$ cat src/rtl/bridge_req_pkg.sv
// Shared types and helpers for the request-side bridge fan-in.
package bridge_req_pkg;

  localparam int unsigned DEF_DATA_WIDTH      = 32;
  localparam int unsigned DEF_ADDR_WIDTH      = 32;
  localparam int unsigned DEF_AUX_WIDTH       = 6;
  localparam int unsigned DEF_BYTE_NUM        = DEF_DATA_WIDTH / 8;
  localparam int unsigned DEF_TAG_WIDTH       = DEF_BYTE_NUM;
  localparam int unsigned DEF_MAX_OUTSTANDING = 4;

  typedef enum logic {
    SRC_CH0 = 1'b0,
    SRC_CH1 = 1'b1
  } src_id_e;

  typedef struct packed {
    logic [DEF_ADDR_WIDTH-1:0] add;
    logic                      wen;
    logic [DEF_DATA_WIDTH-1:0] wdata;
    logic [DEF_BYTE_NUM-1:0]   be;
    logic [DEF_TAG_WIDTH-1:0]  wtag;
    logic [DEF_AUX_WIDTH-1:0]  aux;
    src_id_e                   id;
  } req_payload_t;

  // Counter must represent 0..max_out inclusive.
  function automatic int unsigned cnt_width(input int unsigned max_out);
    return (max_out < 1) ? 1 : $clog2(max_out + 1);
  endfunction

endpackage

$ cat src/rtl/rr_arb_2.sv
// Two-input round-robin arbiter; rr names the channel favoured on contention.
module rr_arb_2 (
  input  logic       clk,
  input  logic       rst_n,
  input  logic [1:0] req,
  input  logic       enable,
  output logic [1:0] gnt
);

  logic rr;

  always_comb begin
    gnt = '0;
    if (enable) begin
      if (req == 2'b11) begin
        gnt = rr ? 2'b10 : 2'b01;
      end else begin
        gnt = req;
      end
    end
  end

  always_ff @(posedge clk or negedge rst_n) begin
    if (!rst_n) begin
      rr <= 1'b0;
    end else if (gnt[0]) begin
      rr <= 1'b1;
    end else if (gnt[1]) begin
      rr <= 1'b0;
    end
  end

endmodule

$ cat src/rtl/fanin_req_arb_bridge.sv
// Merges two request channels into one registered downstream slot with
// round-robin arbitration and an outstanding-transaction limit.
module fanin_req_arb_bridge
  import bridge_req_pkg::*;
#(
  parameter int unsigned DATA_WIDTH      = DEF_DATA_WIDTH,
  parameter int unsigned ADDR_WIDTH      = DEF_ADDR_WIDTH,
  parameter int unsigned AUX_WIDTH       = DEF_AUX_WIDTH,
  parameter int unsigned BYTE_NUM        = DATA_WIDTH / 8,
  parameter int unsigned TAG_WIDTH       = BYTE_NUM,
  parameter int unsigned MAX_OUTSTANDING = DEF_MAX_OUTSTANDING
) (
  input  logic                  clk,
  input  logic                  rst_n,

  input  logic                  data_req0_i,
  input  logic [ADDR_WIDTH-1:0] data_add0_i,
  input  logic                  data_wen0_i,
  input  logic [DATA_WIDTH-1:0] data_wdata0_i,
  input  logic [BYTE_NUM-1:0]   data_be0_i,
  input  logic [TAG_WIDTH-1:0]  data_wtag0_i,
  input  logic [AUX_WIDTH-1:0]  data_aux0_i,
  output logic                  data_gnt0_o,

  input  logic                  data_req1_i,
  input  logic [ADDR_WIDTH-1:0] data_add1_i,
  input  logic                  data_wen1_i,
  input  logic [DATA_WIDTH-1:0] data_wdata1_i,
  input  logic [BYTE_NUM-1:0]   data_be1_i,
  input  logic [TAG_WIDTH-1:0]  data_wtag1_i,
  input  logic [AUX_WIDTH-1:0]  data_aux1_i,
  output logic                  data_gnt1_o,

  output logic                  data_req_o,
  output logic [ADDR_WIDTH-1:0] data_add_o,
  output logic                  data_wen_o,
  output logic [DATA_WIDTH-1:0] data_wdata_o,
  output logic [BYTE_NUM-1:0]   data_be_o,
  output logic [TAG_WIDTH-1:0]  data_wtag_o,
  output logic [AUX_WIDTH-1:0]  data_aux_o,
  output logic                  data_ID_o,
  input  logic                  data_gnt_i,
  input  logic                  data_r_valid_i
);

  localparam int unsigned         CNT_W   = cnt_width(MAX_OUTSTANDING);
  localparam logic [CNT_W-1:0]    CNT_MAX = CNT_W'(MAX_OUTSTANDING);

  // Same layout as req_payload_t, but sized from this instance's parameters.
  typedef struct packed {
    logic [ADDR_WIDTH-1:0] add;
    logic                  wen;
    logic [DATA_WIDTH-1:0] wdata;
    logic [BYTE_NUM-1:0]   be;
    logic [TAG_WIDTH-1:0]  wtag;
    logic [AUX_WIDTH-1:0]  aux;
    src_id_e               id;
  } slot_t;

  slot_t            slot;
  slot_t            slot_nxt;
  logic             full;
  logic [CNT_W-1:0] count;
  logic             slot_free;
  logic             accept_ok;
  logic [1:0]       arb_req;
  logic [1:0]       arb_gnt;
  logic             inc;
  logic             dec;

  assign slot_free = !full || data_gnt_i;
  // Limit uses the registered count only, so r_valid never feeds gnt.
  assign accept_ok = slot_free && (count < CNT_MAX);
  assign arb_req   = {data_req1_i, data_req0_i};

  rr_arb_2 u_arb (
    .clk    (clk),
    .rst_n  (rst_n),
    .req    (arb_req),
    .enable (accept_ok),
    .gnt    (arb_gnt)
  );

  assign data_gnt0_o = arb_gnt[0];
  assign data_gnt1_o = arb_gnt[1];

  assign inc = |arb_gnt;
  assign dec = data_r_valid_i && (count != '0);

  always_comb begin
    slot_nxt.add   = data_add0_i;
    slot_nxt.wen   = data_wen0_i;
    slot_nxt.wdata = data_wdata0_i;
    slot_nxt.be    = data_be0_i;
    slot_nxt.wtag  = data_wtag0_i;
    slot_nxt.aux   = data_aux0_i;
    slot_nxt.id    = SRC_CH0;
    if (arb_gnt[1]) begin
      slot_nxt.add   = data_add1_i;
      slot_nxt.wen   = data_wen1_i;
      slot_nxt.wdata = data_wdata1_i;
      slot_nxt.be    = data_be1_i;
      slot_nxt.wtag  = data_wtag1_i;
      slot_nxt.aux   = data_aux1_i;
      slot_nxt.id    = SRC_CH1;
    end
  end

  always_ff @(posedge clk or negedge rst_n) begin
    if (!rst_n) begin
      full <= 1'b0;
      slot <= '0;
    end else if (inc) begin
      full <= 1'b1;
      slot <= slot_nxt;
    end else if (data_gnt_i) begin
      full <= 1'b0;
    end
  end

  always_ff @(posedge clk or negedge rst_n) begin
    if (!rst_n) begin
      count <= '0;
    end else begin
      case ({inc, dec})
        2'b10:   count <= count + CNT_W'(1);
        2'b01:   count <= count - CNT_W'(1);
        default: count <= count;
      endcase
    end
  end

  assign data_req_o   = full;
  assign data_add_o   = slot.add;
  assign data_wen_o   = slot.wen;
  assign data_wdata_o = slot.wdata;
  assign data_be_o    = slot.be;
  assign data_wtag_o  = slot.wtag;
  assign data_aux_o   = slot.aux;
  assign data_ID_o    = slot.id;

endmodule

$ cat config.mk
export PLATFORM = sky130hd
export DESIGN_NAME = fanin_req_arb_bridge
export DESIGN_NICKNAME = d
export VERILOG_FILES = /design/src/rtl/bridge_req_pkg.sv /design/src/rtl/rr_arb_2.sv /design/src/rtl/fanin_req_arb_bridge.sv
export SDC_FILE = /design/constraint.sdc
export NUM_CORES = 1
export LEC_CHECK = 0
export CAP_MARGIN = 0
export CORE_MARGIN = 2
export CORE_UTILIZATION = 42
export CTS_CLUSTER_DIAMETER = 60
export DETAILED_ROUTE_END_ITERATION = 6
export GPL_ROUTABILITY_DRIVEN = 1
export HOLD_SLACK_MARGIN = 0.03
export PLACE_DENSITY = 0.81
export SETUP_SLACK_MARGIN = 0.05
export SLEW_MARGIN = 30
export SYNTH_ARGS = -nofsm -noshare
export SYNTH_HDL_FRONTEND = slang
export SYNTH_SLANG_ARGS = --single-unit
export TNS_END_PERCENT = 30
$ cat constraint.sdc
create_clock -name clk -period 2.8 [get_ports clk]
set_input_delay 0.28 -clock clk [delete_from_list [all_inputs] [get_ports clk]]
set_output_delay 0.28 -clock clk [all_outputs]
set_load 0.02 [all_outputs]
## Yosys cells after proc, flatten, opt, wreduce, memory -nomap -nowiden

Index checks and enable logic that the tools add are counted.
W data, S select, Z words.

| storage, ports and cells | value |
|---|---|
| register bits | 85 |
| input port bits | 164 |
| output and inout bits | 83 |
| logic and storage cells | 34 |

| operators by class | value |
|---|---|
| add/subtract/negate cells | 2 |
| $lt $le $gt $ge | 1 |
| eq/ne operators | 3 |
| multiplexer cells | 9 |
| reductions and logical operators | 9 |

Operators by type and width:

| kind | count |
|---|---|
| $mux W80 | 1 |
| $mux W2 | 3 |
| $pmux W3 S2 | 1 |
| $reduce_bool A2 Y1 | 3 |
| $eq A2 B2 Y1 const B | 2 |
| $mux W1 | 4 |
| $add A3 B1 Y3 const B | 1 |
| $lt A3 B3 Y1 const B | 1 |
| $reduce_bool A3 Y1 | 1 |
| $sub A3 B1 Y3 const B | 1 |
| $eq A2 B1 Y1 const B | 1 |
| $logic_and A1 B1 Y1 | 2 |
| $reduce_or A2 Y1 | 1 |
| $logic_not A1 Y1 | 1 |
| $logic_or A1 B1 Y1 | 1 |

## Depth between registers and ports, before layout

Gate-level depths: netlist of the first run.

| depth | value |
|---|---|
| depth in word-level cells | 7 |
| mapped depth | 13 |
| depth with buffers taken out | 9 |

## By module

A second synthesis of the first run with hierarchy kept.

| unflattened totals | value |
|---|---|
| cell total of the unflattened synthesis | 373 |
| area total of the unflattened synthesis | 3,990.1 µm² |

By module, submodules not included:

| module | times used | cells an instance | area an instance (µm²) | sequential area each (µm²) |
|---|---|---|---|---|
| fanin_req_arb_bridge | 1 | 365 | 3,928.8 | 2,102.0 |
| rr_arb_2 | 1 | 8 | 61.3 | 25.0 |

## Least setup slack after synthesis of the first run

Ideal clock, no wire load.

| timing path | value |
|---|---|
| path type | in2reg |
| start | input port data_req1_i |
| end | register count[2] |
| library setup time | 133 ps |
| data arrival time | 2,145 ps |
| data required time | 2,667 ps |
| path slack | 522 ps |
| stages on the path | 13 |
| buffers on the path | 4 |
| cell sequence | buf_4 -> or2_1 -> buf_2 -> and3_4 -> buf_6 -> buf_6 -> inv_2 -> ha_1 -> inv_1 -> fa_1 -> xor2_1 -> nor2_1 -> xnor2_1 |

| on the way | value |
|---|---|
| word-level cells in the longest chain between the ends | 6 |
| elaborated cells on any way between the ends | 8 |
| classes of those cells | eq/ne (3); mux (3); reduce/logical (2) |

Ends and longest elaborated chain:

| element | line | text |
|---|---|---|
| start, declared | fanin_req_arb_bridge.sv:25 | `input logic data_req1_i,` |
| $eq A2 B2 Y1 | rr_arb_2.sv:15 | `if (req == 2'b11) begin` |
| $mux W2 (*) | rr_arb_2.sv:15 |  |
| $mux W2 (*) | rr_arb_2.sv:14 | `if (enable) begin` |
| $reduce_or A2 Y1 (*) | fanin_req_arb_bridge.sv:87 | `assign inc = \|arb_gnt;` |
| $eq A2 B1 Y1 / $eq A2 B2 Y1 (equally long branches) | fanin_req_arb_bridge.sv:125 | `case ({inc, dec})` |
| $pmux W3 S2 / $reduce_bool A2 Y1 (equally long branches) | n/a |  |
| end signal, assigned | fanin_req_arb_bridge.sv:126 | `2'b10: count <= count + CNT_W'(1);` |
| end signal, assigned | fanin_req_arb_bridge.sv:127 | `2'b01: count <= count - CNT_W'(1);` |
| end signal, assigned | fanin_req_arb_bridge.sv:128 | `default: count <= count;` |
| end, declared | fanin_req_arb_bridge.sv:63 | `logic [CNT_W-1:0] count;` |

Every way passes the cells marked *; elsewhere a longest branch is shown, timed or not.
A chain may end at the register's enable or synchronous reset.

## Final worst setup path of the first run

| timing path | value |
|---|---|
| start | register full (netlist: data_req_o) |
| end | output port data_gnt1_o |

| on the way | value |
|---|---|
| word-level cells in the longest chain between the ends | 4 |

Ends and longest elaborated chain:

| element | line | text |
|---|---|---|
| start, declared | fanin_req_arb_bridge.sv:62 | `logic full;` |
| start signal, assigned | fanin_req_arb_bridge.sv:111 | `full <= 1'b0;` |
| start signal, assigned | fanin_req_arb_bridge.sv:114 | `full <= 1'b1;` |
| start signal, assigned | fanin_req_arb_bridge.sv:117 | `full <= 1'b0;` |
| $logic_not A1 Y1 | fanin_req_arb_bridge.sv:71 | `assign slot_free = !full \|\| data_gnt_i;` |
| $logic_or A1 B1 Y1 | fanin_req_arb_bridge.sv:71 |  |
| $logic_and A1 B1 Y1 | fanin_req_arb_bridge.sv:73 | `assign accept_ok = slot_free && (count < CNT_MAX);` |
| $mux W2 | rr_arb_2.sv:14 |  |
| end, declared | fanin_req_arb_bridge.sv:32 | `output logic data_gnt1_o,` |

Every way passes these cells.

==> flow_summary.toml, run 1 <==
[floorplan]
die_area_mm2 = 0.0138
core_area_mm2 = 0.0126
fp.dieW_um = 118
die_h_um = 118
rows = 41
start_util = 0.430
ios = 247

[timing]
finClkSkew_ps = 8.54
setup_viol = 0
rsz0062_at_grt = "false"
hold_violations = 0
relSlewSlack = 0.382
timing.hold.ws_ps = 18.5
period_share = 0.873
slew_viol_final = 0
fin_crit_ps = 2440
finalSetupTns_ps = 0
worst_slew_pin_slew_ps = 928
max_clock_freq_mhz = 409

[synth]
ys_warn_count = 0
synth_top_area_share = 0.392
seq_area_frac_synth = 0.392
yosys.area.top_type = "dfrtp_1"
netlist_instances = 611
postSynthAreaPerCell_um2 = 8.87
synthTopCellsByArea = "dfrtp_1 39%, a31oi_1 18%, o41ai_1 13%"
syn_nets = 777
syn_area_mm2 = 0.00542
yosysUniqueCellTypes = 26
ys_ff_latch = 85

[worst_setup_path]
cp-start-kind = "flip-flop"
critical_path_required_ps = 2520
rr_worst_depth = 5
rr_startpoint = "data_req_o$_DFFE_PN0P_"
cp.arrival_ps = 2160
critPathCaptureType = "primary output"
r2r_end = "data_add_o[7]$_DFFE_PN0P_"
worstPathMaxFanout = 3
path_class = "reg -> out"
r2r_setup_slack_ps = 620

[pwr]
leakagePower_nw = 2.85
irDropWorstVdd_uv = 740
powerDensity_mw_per_mm2 = 1020

[cells_and_area]
syn_to_final_growth_pct = 47.8
drive_gt1_frac = 0.0485
most-common-layout-cells = "244 x clkdlybuf4s50_1, 158 x a31oi_1, 84 x dfrtp_1"
fin_area_mm2 = 0.00801
nets = 945
final_common_cell = "clkdlybuf4s50_1"
antenna-diode-count = 0

[route]
drc = 0
vias_per_cell = 6.58
antenna_left = 0
wl_per_cell_um = 19.7
routed_wl_um = 18800
vias = 6283
drtIter0Drc = 1364
first_pass_iters = 5

[global_route]
grt_max_degree = 159
grt_pass1_wl_um = 30600
overflow = 0
antenna_found_initial = 0
grt_usage = 0.263
grt_pass1_vias = 5939

[clock_network]
cts_sinks = 85
cts_root_buf = "clkbuf_16"
cts-hold-fix-buffers = 0
cts_tree = "built"
ctsResizeCount = 0
htree_num_levels = 3
cts_made_buffers = 9
cts.reportedPaths.clkPinSlew_ps = 60
post-cts-setup-buffers = 0
clk_path_buf_depth = 2
clkLatencyLatePin_ps = 330

[placed_design]
place_congestion = 0.848
io_buffers = 246
dp_hpwl_um = 11400
dpl-instance-area_mm2 = 0.00771

[worst_hold_path]
min-delay-path-class = "in -> async"

[run_status]
outcome = "completed"

[flow_run]
maxCapViolations = 0
-- area by class of cell --
type | count | area (µm²)
fillers | 1062 | 4610
well taps | 172 | 215
flip-flops and latches | 85 | 2130
clock buffers | 14 | 264
inverters | 8 | 30.0
clock inverters | 1 | 30.0
repair buffers | 261 | 2600
multi-input cells | 414 | 2750
-- cell usage after synthesis --
cell type and number:
xor2_1 1, and4_1 1, ha_1 1, nor2_1 1
and3_4 1, o41ai_1 79, fa_1 1, buf_6 13
o21ai_0 1, mux2i_1 1, nand2b_1 1, clkbuf_1 67
a21o_1 1, buf_2 19, or2_1 1, a31oi_1 158
xnor2_1 2, buf_4 3, inv_2 3, nor2b_4 2
or4_1 80, clkbuf_2 2, nand2_1 81, o31a_1 1
dfrtp_1 85, inv_1 5
-- report_power, final --
group          leakage, nW  switching [mW]  internal [mW]  total [mW]
Clock                0.143           0.464          0.737        1.20
Combinational         1.76            2.74           2.00        4.73
Sequential           0.946           0.410           1.87        2.28
Total                 2.85            3.61           4.60        8.21
-- registers in the layout, indices dropped and copies added, names as in the netlist --
name and count:
data_be_o 4, data_req_o 1, data_wen_o 1, data_wdata_o 32, u_arb.rr 1, data_wtag_o 4, data_aux_o 6, data_add_o 32
data_ID_o 1, count 3
-- per-stage QoR --
stage               total power [mW]   util  std cells  worst slack [ps]
detailed placement              6.97  0.611        940               169
global placement                6.82  0.611        940               253
finish                          8.21  0.635        955               355
global route                    8.69  0.635        955               282
floorplan                       5.12      -        611               522
CTS                             8.18  0.635        955               349
-- cell families (layout without fill, tap and decap cells) --
logic type | after synthesis | in the layout | share of synthesized area
compound gates | 240 | 240 | 0.314
simple gates | 168 | 168 | 0.179
buf+inv | 112 | 284 | 0.102
flops | 85 | 85 | 0.392
xor+xnor | 3 | 3 | 0.00485
fa+ha+maj | 2 | 2 | 0.00600
mux | 1 | 1 | 0.00185
-- critical path, stage by stage, from the launching register on --
cell and delay (ps):
dfrtp_1 420, nor2b_4 140, or4_1 560, inv_1 90, clkdlybuf4s50_1 630
-- per-layer routing --
metal,vias up,wire length [µm],part of all wire,global-route usage
met1,3009,7530,0.40,0.344
met4,0,559,0.030,0.102
met3,55,1620,0.086,0.0528
met2,403,9070,0.48,0.430
met5,-,0,0,0
li1,2816,-,-,-
-- worst max path at each step --
stage,start,endpoint,slack [ps],cells after the start
floorplan,data_req1_i,count[2]$_DFFE_PN0P_,520,13
global placement,data_gnt_i,data_add_o[7]$_DFFE_PN0P_,250,6
detailed placement,data_gnt_i,data_add_o[30]$_DFFE_PN0P_,170,6
CTS,data_req_o$_DFFE_PN0P_,data_gnt1_o,350,4
global route,data_req_o$_DFFE_PN0P_,data_gnt1_o,280,4
finish,data_req_o$_DFFE_PN0P_,data_gnt1_o,360,4
No activity file was read; power rests on OpenSTA's default activity.
==> inputs of run 2 (changes only) <==
--- a/config.mk
+++ b/config.mk
@@ -7,13 +7,14 @@
 export LEC_CHECK = 0
 export CAP_MARGIN = 0
 export CORE_MARGIN = 2
-export CORE_UTILIZATION = 42
+export CORE_UTILIZATION = 50
 export CTS_CLUSTER_DIAMETER = 60
 export DETAILED_ROUTE_END_ITERATION = 6
+export DONT_BUFFER_PORTS = 1
 export GPL_ROUTABILITY_DRIVEN = 1
 export HOLD_SLACK_MARGIN = 0.03
-export PLACE_DENSITY = 0.81
 export SETUP_SLACK_MARGIN = 0.05
+export SKIP_CTS_REPAIR_TIMING = 1
 export SLEW_MARGIN = 30
 export SYNTH_ARGS = -nofsm -noshare
 export SYNTH_HDL_FRONTEND = slang
==> run 2 against run 1 <==
Against the previous run:
- via count is 17% lower
- final area decreased by 32%
- wire length down 10%
- non-clock buffer count is 246 lower
- power is 20% lower
- highest routed layer unchanged
==> flow_summary.toml, run 2 (synthesis results as in run 1) <==
[pwr]
power_frac_clock = 0.151
powerDensity_mw_per_mm2 = 1210
p_int_mw = 3.22
swShare = 0.512
switchingPower_mw = 3.38
leakagePower_nw = 1.85
comb_power_share = 0.366
p_seq_frac = 0.483
irDropWorstVdd_uv = 569

[timing]
fin_crit_ps = 2330
max_clock_freq_mhz = 430
timing.hold.ws_ps = 67.0
finalSetupTns_ps = 0
slew_viol_final = 0
layout_setup_ws_ps = 475
finClkSkew_ps = 5.87
setup_viol = 0
rsz0062_at_grt = "false"
period_share = 0.830
worst_slew_pin_slew_ps = 923
hold_violations = 0
relSlewSlack = 0.384

[clock_network]
htree_num_levels = 3
cts_tree = "built"
cts_made_buffers = 9
cts_sinks = 85
cts.reportedPaths.clkPinSlew_ps = 90
clkLatencyLatePin_ps = 350
clk_path_buf_depth = 2
cts_root_buf = "clkbuf_8"

[cells_and_area]
fin_area_mm2 = 0.00547
most-common-layout-cells = "158 x a31oi_1, 84 x dfrtp_1, 81 x nand2_1"
final_util = 0.512
nets = 699
fill_cells = 1024
final_common_cell = "a31oi_1"
drive_gt1_frac = 0.0725
syn_to_final_growth_pct = 0.969
antenna-diode-count = 0

[worst_setup_path]
critPathCaptureType = "primary output"
worstPathMaxFanout = 64
cp-start-kind = "flip-flop"
path_class = "reg -> out"
critical_path_required_ps = 2520
cp.arrival_ps = 2050
rr_worst_depth = 9

[floorplan]
die_h_um = 108
core_area_mm2 = 0.0107
fp.dieW_um = 108
rows = 38
start_util = 0.507
die_area_mm2 = 0.0117
ios = 247

[route]
drtIter0Drc = 780
drc = 0
routed_wl_um = 16800
first_pass_iters = 5
vias_per_cell = 7.65
antenna_left = 0
wl_per_cell_um = 24.8
vias = 5184

[global_route]
grt_pass1_vias = 4855
grt_max_degree = 99
grt_usage = 0.280
grt_pass1_wl_um = 26200
overflow = 0
antenna_found_initial = 0

[placed_design]
dp_hpwl_um = 9420
place_congestion = 0.753
place_ws_ps = 603
io_buffers = 0
dpl-instance-area_mm2 = 0.00521

[worst_hold_path]
min-delay-path-class = "in -> reg"
min_path_cells = 2

[flow_run]
maxCapViolations = 0

[run_status]
outcome = "completed"
-- run 2: cell count changes in the layout (fill, tap and decap cells not counted), sizes merged --
| cell | before | now |
|---|---|---|
| dlygate4sd3 | 0 | 1 |
| buf | 17 | 14 |
| clkinvlp | 0 | 1 |
| clkbuf | 14 | 10 |
| clkinv | 0 | 3 |
| clkdlybuf4s50 | 244 | 0 |
| bufinv | 1 | 2 |
-- run 2: worst paths after layout --
check | slack (ps) | from | to
worst max-delay path | 470 | count[2]$_DFFE_PN0P_ | data_gnt0_o
worst min-delay path | 70 | data_add0_i[18] | data_add_o[18]$_DFFE_PN0P_
worst max register to register | 620 | count[2]$_DFFE_PN0P_ | count[2]$_DFFE_PN0P_
worst min register to register | 530 | count[0]$_DFFE_PN0P_ | count[0]$_DFFE_PN0P_
max in group asynchronous | 1930 | rst_n | count[2]$_DFFE_PN0P_
min in group asynchronous | 480 | rst_n | data_add_o[3]$_DFFE_PN0P_
-- run 2: area by class of cell --
type	instances	area (µm²)	share of cell area
clock buffer	10	138	0.0251
clock inverter	6	86.3	0.0158
inverter	8	30.0	0.00549
multi-input combinational	414	2740	0.501
sequential	85	2130	0.389
tap	140	175	0.0320
timing repair buffer	15	173	0.0315
-- run 2: layer usage --
layer  vias to the layer above  global-route usage  part of all wire
met3                        24              0.0856              0.11
li1                       2322                   -                 -
met1                      2539               0.373              0.39
met2                       299               0.432              0.49
met5                         -                   0                 0
met4                         0              0.0971             0.019
-- run 2: power groups by stage --
stage	Combinational (mW)	Sequential, mW	Clock, mW
floorplan	2.21	2.91	0
global route	2.70	3.26	1.08
global placement	2.30	3.21	0
detailed placement	2.38	3.21	0
CTS	2.37	3.20	1.02
finish	2.41	3.19	0.999
-- run 2: worst max-delay path: stages (launching register included) --
cell and delay [ps]:
dfrtp_4 710, inv_2 120, buf_4 370, and4_1 480
-- run 2: metrics by stage --
step | total power, mW | std cells
after global placement | 5.51 | 660
after CTS | 6.59 | 676
after floorplan | 5.12 | 611
after detailed placement | 5.59 | 660
final | 6.60 | 678
after global routing | 7.05 | 678
